**src/rtl/mem_arb2.sv**
```systemverilog
// Round-robin two-master arbiter for the single shared fixed-latency memory port.
// One access in flight at a time; the winner gets a one-cycle ack with read data.
module mem_arb2 #(
  parameter int MEM_LAT = 2
) (
  input  logic        clk,
  input  logic        clrn,
  input  logic        m0_req,
  input  logic        m0_we,
  input  logic [31:0] m0_addr,
  input  logic [31:0] m0_wdata,
  output logic        m0_ack,
  output logic [31:0] m0_rdata,
  input  logic        m1_req,
  input  logic        m1_we,
  input  logic [31:0] m1_addr,
  input  logic [31:0] m1_wdata,
  output logic        m1_ack,
  output logic [31:0] m1_rdata,
  output logic        mem_en,
  output logic        mem_we,
  output logic [31:0] mem_addr,
  output logic [31:0] mem_wdata,
  input  logic [31:0] mem_rdata,
  output logic        owner,
  output logic [1:0]  state
);

  typedef enum logic [1:0] {
    IDLE   = 2'd0,
    ACCESS = 2'd1,
    DONE   = 2'd2
  } state_e;

  localparam logic [3:0] LAT_M1 = 4'(MEM_LAT - 1);

  state_e      state_q, state_d;
  logic [3:0]  cnt_q, cnt_d;
  logic        last_q, last_d;
  logic        owner_q, owner_d;
  logic        we_q, we_d;
  logic        mem_en_q, mem_en_d;
  logic        mem_we_q, mem_we_d;
  logic [31:0] addr_q, addr_d;
  logic [31:0] wdata_q, wdata_d;
  logic [31:0] rdata0_q, rdata0_d;
  logic [31:0] rdata1_q, rdata1_d;
  logic        win;
  logic        any_req;

  // On a tie the port that was not served last wins.
  assign any_req = m0_req | m1_req;
  assign win     = (m0_req & m1_req) ? ~last_q : m1_req;

  always_ff @(posedge clk or negedge clrn) begin
    if (!clrn) begin
      state_q  <= IDLE;
      cnt_q    <= '0;
      last_q   <= 1'b1;
      owner_q  <= 1'b0;
      we_q     <= 1'b0;
      mem_en_q <= 1'b0;
      mem_we_q <= 1'b0;
      addr_q   <= '0;
      wdata_q  <= '0;
      rdata0_q <= '0;
      rdata1_q <= '0;
    end else begin
      state_q  <= state_d;
      cnt_q    <= cnt_d;
      last_q   <= last_d;
      owner_q  <= owner_d;
      we_q     <= we_d;
      mem_en_q <= mem_en_d;
      mem_we_q <= mem_we_d;
      addr_q   <= addr_d;
      wdata_q  <= wdata_d;
      rdata0_q <= rdata0_d;
      rdata1_q <= rdata1_d;
    end
  end

  always_comb begin
    state_d  = state_q;
    cnt_d    = cnt_q;
    last_d   = last_q;
    owner_d  = owner_q;
    we_d     = we_q;
    mem_en_d = mem_en_q;
    mem_we_d = mem_we_q;
    addr_d   = addr_q;
    wdata_d  = wdata_q;
    rdata0_d = rdata0_q;
    rdata1_d = rdata1_q;
    unique case (state_q)
      IDLE: begin
        if (any_req) begin
          owner_d  = win;
          last_d   = win;
          cnt_d    = '0;
          we_d     = win ? m1_we : m0_we;
          addr_d   = win ? m1_addr : m0_addr;
          wdata_d  = win ? m1_wdata : m0_wdata;
          mem_en_d = 1'b1;
          mem_we_d = win ? m1_we : m0_we;
          state_d  = ACCESS;
        end
      end
      ACCESS: begin
        mem_we_d = 1'b0;
        cnt_d    = cnt_q + 4'd1;
        if (cnt_q == LAT_M1) begin
          if (!we_q) begin
            if (owner_q) rdata1_d = mem_rdata;
            else         rdata0_d = mem_rdata;
          end
          mem_en_d = 1'b0;
          state_d  = DONE;
        end
      end
      DONE: begin
        state_d = IDLE;
      end
      default: begin
        state_d = IDLE;
      end
    endcase
  end

  assign m0_ack    = (state_q == DONE) & ~owner_q;
  assign m1_ack    = (state_q == DONE) & owner_q;
  assign m0_rdata  = rdata0_q;
  assign m1_rdata  = rdata1_q;
  assign mem_en    = mem_en_q;
  assign mem_we    = mem_we_q;
  assign mem_addr  = addr_q;
  assign mem_wdata = wdata_q;
  assign owner     = owner_q;
  assign state     = state_q;

endmodule
```
**config.mk**
```make
export PLATFORM = sky130hd
export DESIGN_NAME = mem_arb2
export DESIGN_NICKNAME = d
export VERILOG_FILES = /design/src/rtl/mem_arb2.sv
export SDC_FILE = /design/constraint.sdc
export NUM_CORES = 1
export LEC_CHECK = 0
export CAP_MARGIN = 10
export CORE_MARGIN = 4
export CORE_UTILIZATION = 41
export DETAILED_ROUTE_END_ITERATION = 7
export MAX_ROUTING_LAYER = met4
export PLACE_DENSITY = 0.82
export SYNTH_ARGS = -nofsm -noshare
export SYNTH_HDL_FRONTEND = slang
export SYNTH_SLANG_ARGS = --single-unit
export TNS_END_PERCENT = 20
```
**constraint.sdc**
```tcl
create_clock -name clk -period 2.36 [get_ports clk]
set_input_delay 0.354 -clock clk [delete_from_list [all_inputs] [get_ports clk]]
set_output_delay 0.354 -clock clk [all_outputs]
set_load 0.02 [all_outputs]
```
==> flow_summary.json <==
{
  "p_int_mw": 8.54,
  "insertion_delay_ps": 410,
  "required_ps": 2010,
  "multi_input_area_um2": 2410,
  "vias": 5006,
  "cts_resized": 0,
  "worstSetupStartpointType": "register",
  "post-dp-hpwl_um": 13300,
  "port_buffers": 300,
  "drc_errors": 0,
  "power_frac_comb": 0.503,
  "path_max_fanout": 7,
  "path_class": "register to output pin",
  "final_common_cell": "clkdlybuf4s50_1",
  "layout-drive-gt1-share": 0.145,
  "dpl.cell_count": 934,
  "synth.avg_cell_area_um2": 12.8,
  "peakVddDrop_v": 0.000611,
  "syn_to_final_growth_pct": 62.7,
  "gr-total-overflow": 0,
  "grt_max_degree": 61,
  "pwr-share-seq": 0.317,
  "syn_area_um2": 6050,
  "end_kind": "output pin",
  "leakage_nw": 4.25,
  "ys_ff_latch": 139,
  "nets": 938,
  "fillerInstances": 1032,
  "grt_first_pass_wirelength_um": 27700,
  "fp-row-count": 44,
  "firstDrtPassIters": 5,
  "wl_per_cell_um": 18.6,
  "cts_buffer_depth": 2,
  "hp-class": "register to register",
  "antenna_found_initial": 0,
  "p_per_area_nw_per_um2": 1390,
  "drt_iter0_drc": 275,
  "die_w_um": 129,
  "critical_path_arrival_ps": 1780,
  "fp.dieArea_um2": 16800,
  "regArea_um2": 3480,
  "post_synth_num_cell_types": 31,
  "start_util": 0.418,
  "numCtsBuffers": 17,
  "final-setup-viol-count": 0,
  "synthCells": 472,
  "finalCritPeriodShare": 0.905,
  "n_antenna_cell": 0,
  "setup_tns_ps": 0,
  "root_buffer": "clkbuf_16",
  "layout_common_cells": "clkdlybuf4s50_1, dfrtp_1, a21oi_1",
  "h-tree-depth": 4,
  "p_sw_frac": 0.374,
  "finalClockSkew_ps": 5.06,
  "final_util": 0.680,
  "path_clk_slew_ps": 50,
  "rsz0062_at_grt": "no",
  "antenna_left": 0,
  "fmax_mhz": 468,
  "p_switching_mw": 5.10,
  "slew_headroom": 0.361,
  "fin_cells": 966,
  "worst_pin_slew_ps": 956,
  "cts.sinks": 139,
  "gp_congestion": 0.797,
  "p_clk_frac": 0.181,
  "run_status": "finished, final reports clean",
  "core_um2": 14500,
  "ios": 301,
  "cap_violations": 0,
  "yosysSeqAreaShare": 0.575,
  "drv_slew": 0,
  "fin_crit_ps": 2140,
  "hold_violations": 0,
  "synth_nets": 640,
  "die_y_um": 129,
  "first_global_vias": 5377,
  "cts_tree": "built",
  "via_per_inst": 5.18,
  "synth_warnings": 0,
  "routed_wl_um": 18000,
  "track_usage": 0.219
}
final cells by class:
type | instances | area share
clock inverter | 8 | 0.00979
clock buffer | 23 | 0.0455
tap | 184 | 0.0234
inverter | 1 | 0.000381
multi-input combinational | 295 | 0.245
sequential | 139 | 0.353
timing repair buffer | 316 | 0.323
metal layers:
metal,up-vias,routed length (um),track usage
met5,-,0,-
met4,0,228,0.0685
met3,17,1280,0.0561
met2,204,9180,0.371
li1,2315,-,-
met1,2470,7320,0.256
path summary, 6_finish.rpt:
path	from	endpoint	slack, ps	depth (start not counted)
max in group asynchronous	clrn	m1_rdata[12]	1110	3
worst max register to register	cnt_q[1]	m0_rdata[0]	280	6
worst max-delay path	state[0]	m0_ack	220	3
worst min register to register	m1_rdata[13]	m1_rdata[13]	500	1
min in group asynchronous	clrn	m1_rdata[5]	520	2
worst min-delay path	m1_rdata[13]	m1_rdata[13]	500	1
state kept, by name (all words and copies together) (netlist names), 2 cells and up:
register and cells:
state 2, m1_rdata 32, m0_rdata 32, mem_wdata 32, cnt_q 4, mem_addr 32
cell usage after synthesis (all sizes together):
cell,instances,area (um^2)
nand3b,1,7.51
clkbuf,18,67.6
and3b,1,8.76
ha,2,25.0
nor4,1,21.3
nor3b,2,15.0
buf,19,111
o21ai,5,25.0
nand4b,1,8.76
mux2i,66,661
a211oi,1,7.51
a21oi,132,661
nor2b,1,6.26
dfrtp,138,3450
inv,1,3.75
o2bb2ai,1,8.76
nand2b,1,6.26
dfstp,1,26.3
a31oi,1,6.26
or2,2,12.5
o22ai,1,6.26
nor2,4,15.0
mux2,64,833
nand4,1,6.26
a21bo,1,10.0
or3b,1,11.3
o211ai,2,15.0
nand2,3,11.3
worst max-delay path: stages (launching register included):
cell	delay (ps)
dfrtp_1	370
buf_4	170
nor3b_1	200
clkdlybuf4s50_1	640
what timing repair did:
item,CTS,global route
hold endpoints to repair,55,0
setup buffers,0,0
hold buffers,1,0
cell families (layout without fill, tap and decap cells):
kind of cell	Yosys count	count (layout)	share of synthesized area
AO/OA/AOI/OAI	144	144	0.122
adder cells (fa/ha/maj)	2	2	0.00413
buffers and inverters	38	348	0.0302
flip-flops	139	139	0.575
multiplexers	130	130	0.247
AND/OR/NAND/NOR	19	19	0.0215
stage by stage:
step | hold WS [ps] | total power [mW] | area, um^2 | worst slack, ps
after floorplan | 58.4 | 7.80 | 6050 | 389
after global placement | 352 | 11.0 | 9290 | 131
after detailed placement | 362 | 11.2 | 9290 | 52.3
after CTS | 492 | 13.8 | 9840 | 201
after global routing | 521 | 14.4 | 9840 | 144
final | 503 | 13.6 | 9840 | 225
power groups by stage:
stage | Sequential (mW) | Clock (mW) | Combinational (mW)
floorplan | 5.60 | 0 | 2.20
global placement | 4.26 | 0 | 6.72
detailed placement | 4.33 | 0 | 6.89
CTS | 4.32 | 2.53 | 6.92
global route | 4.46 | 2.63 | 7.30
finish | 4.32 | 2.47 | 6.86
Note: power is estimated with default switching activity, not from simulation.
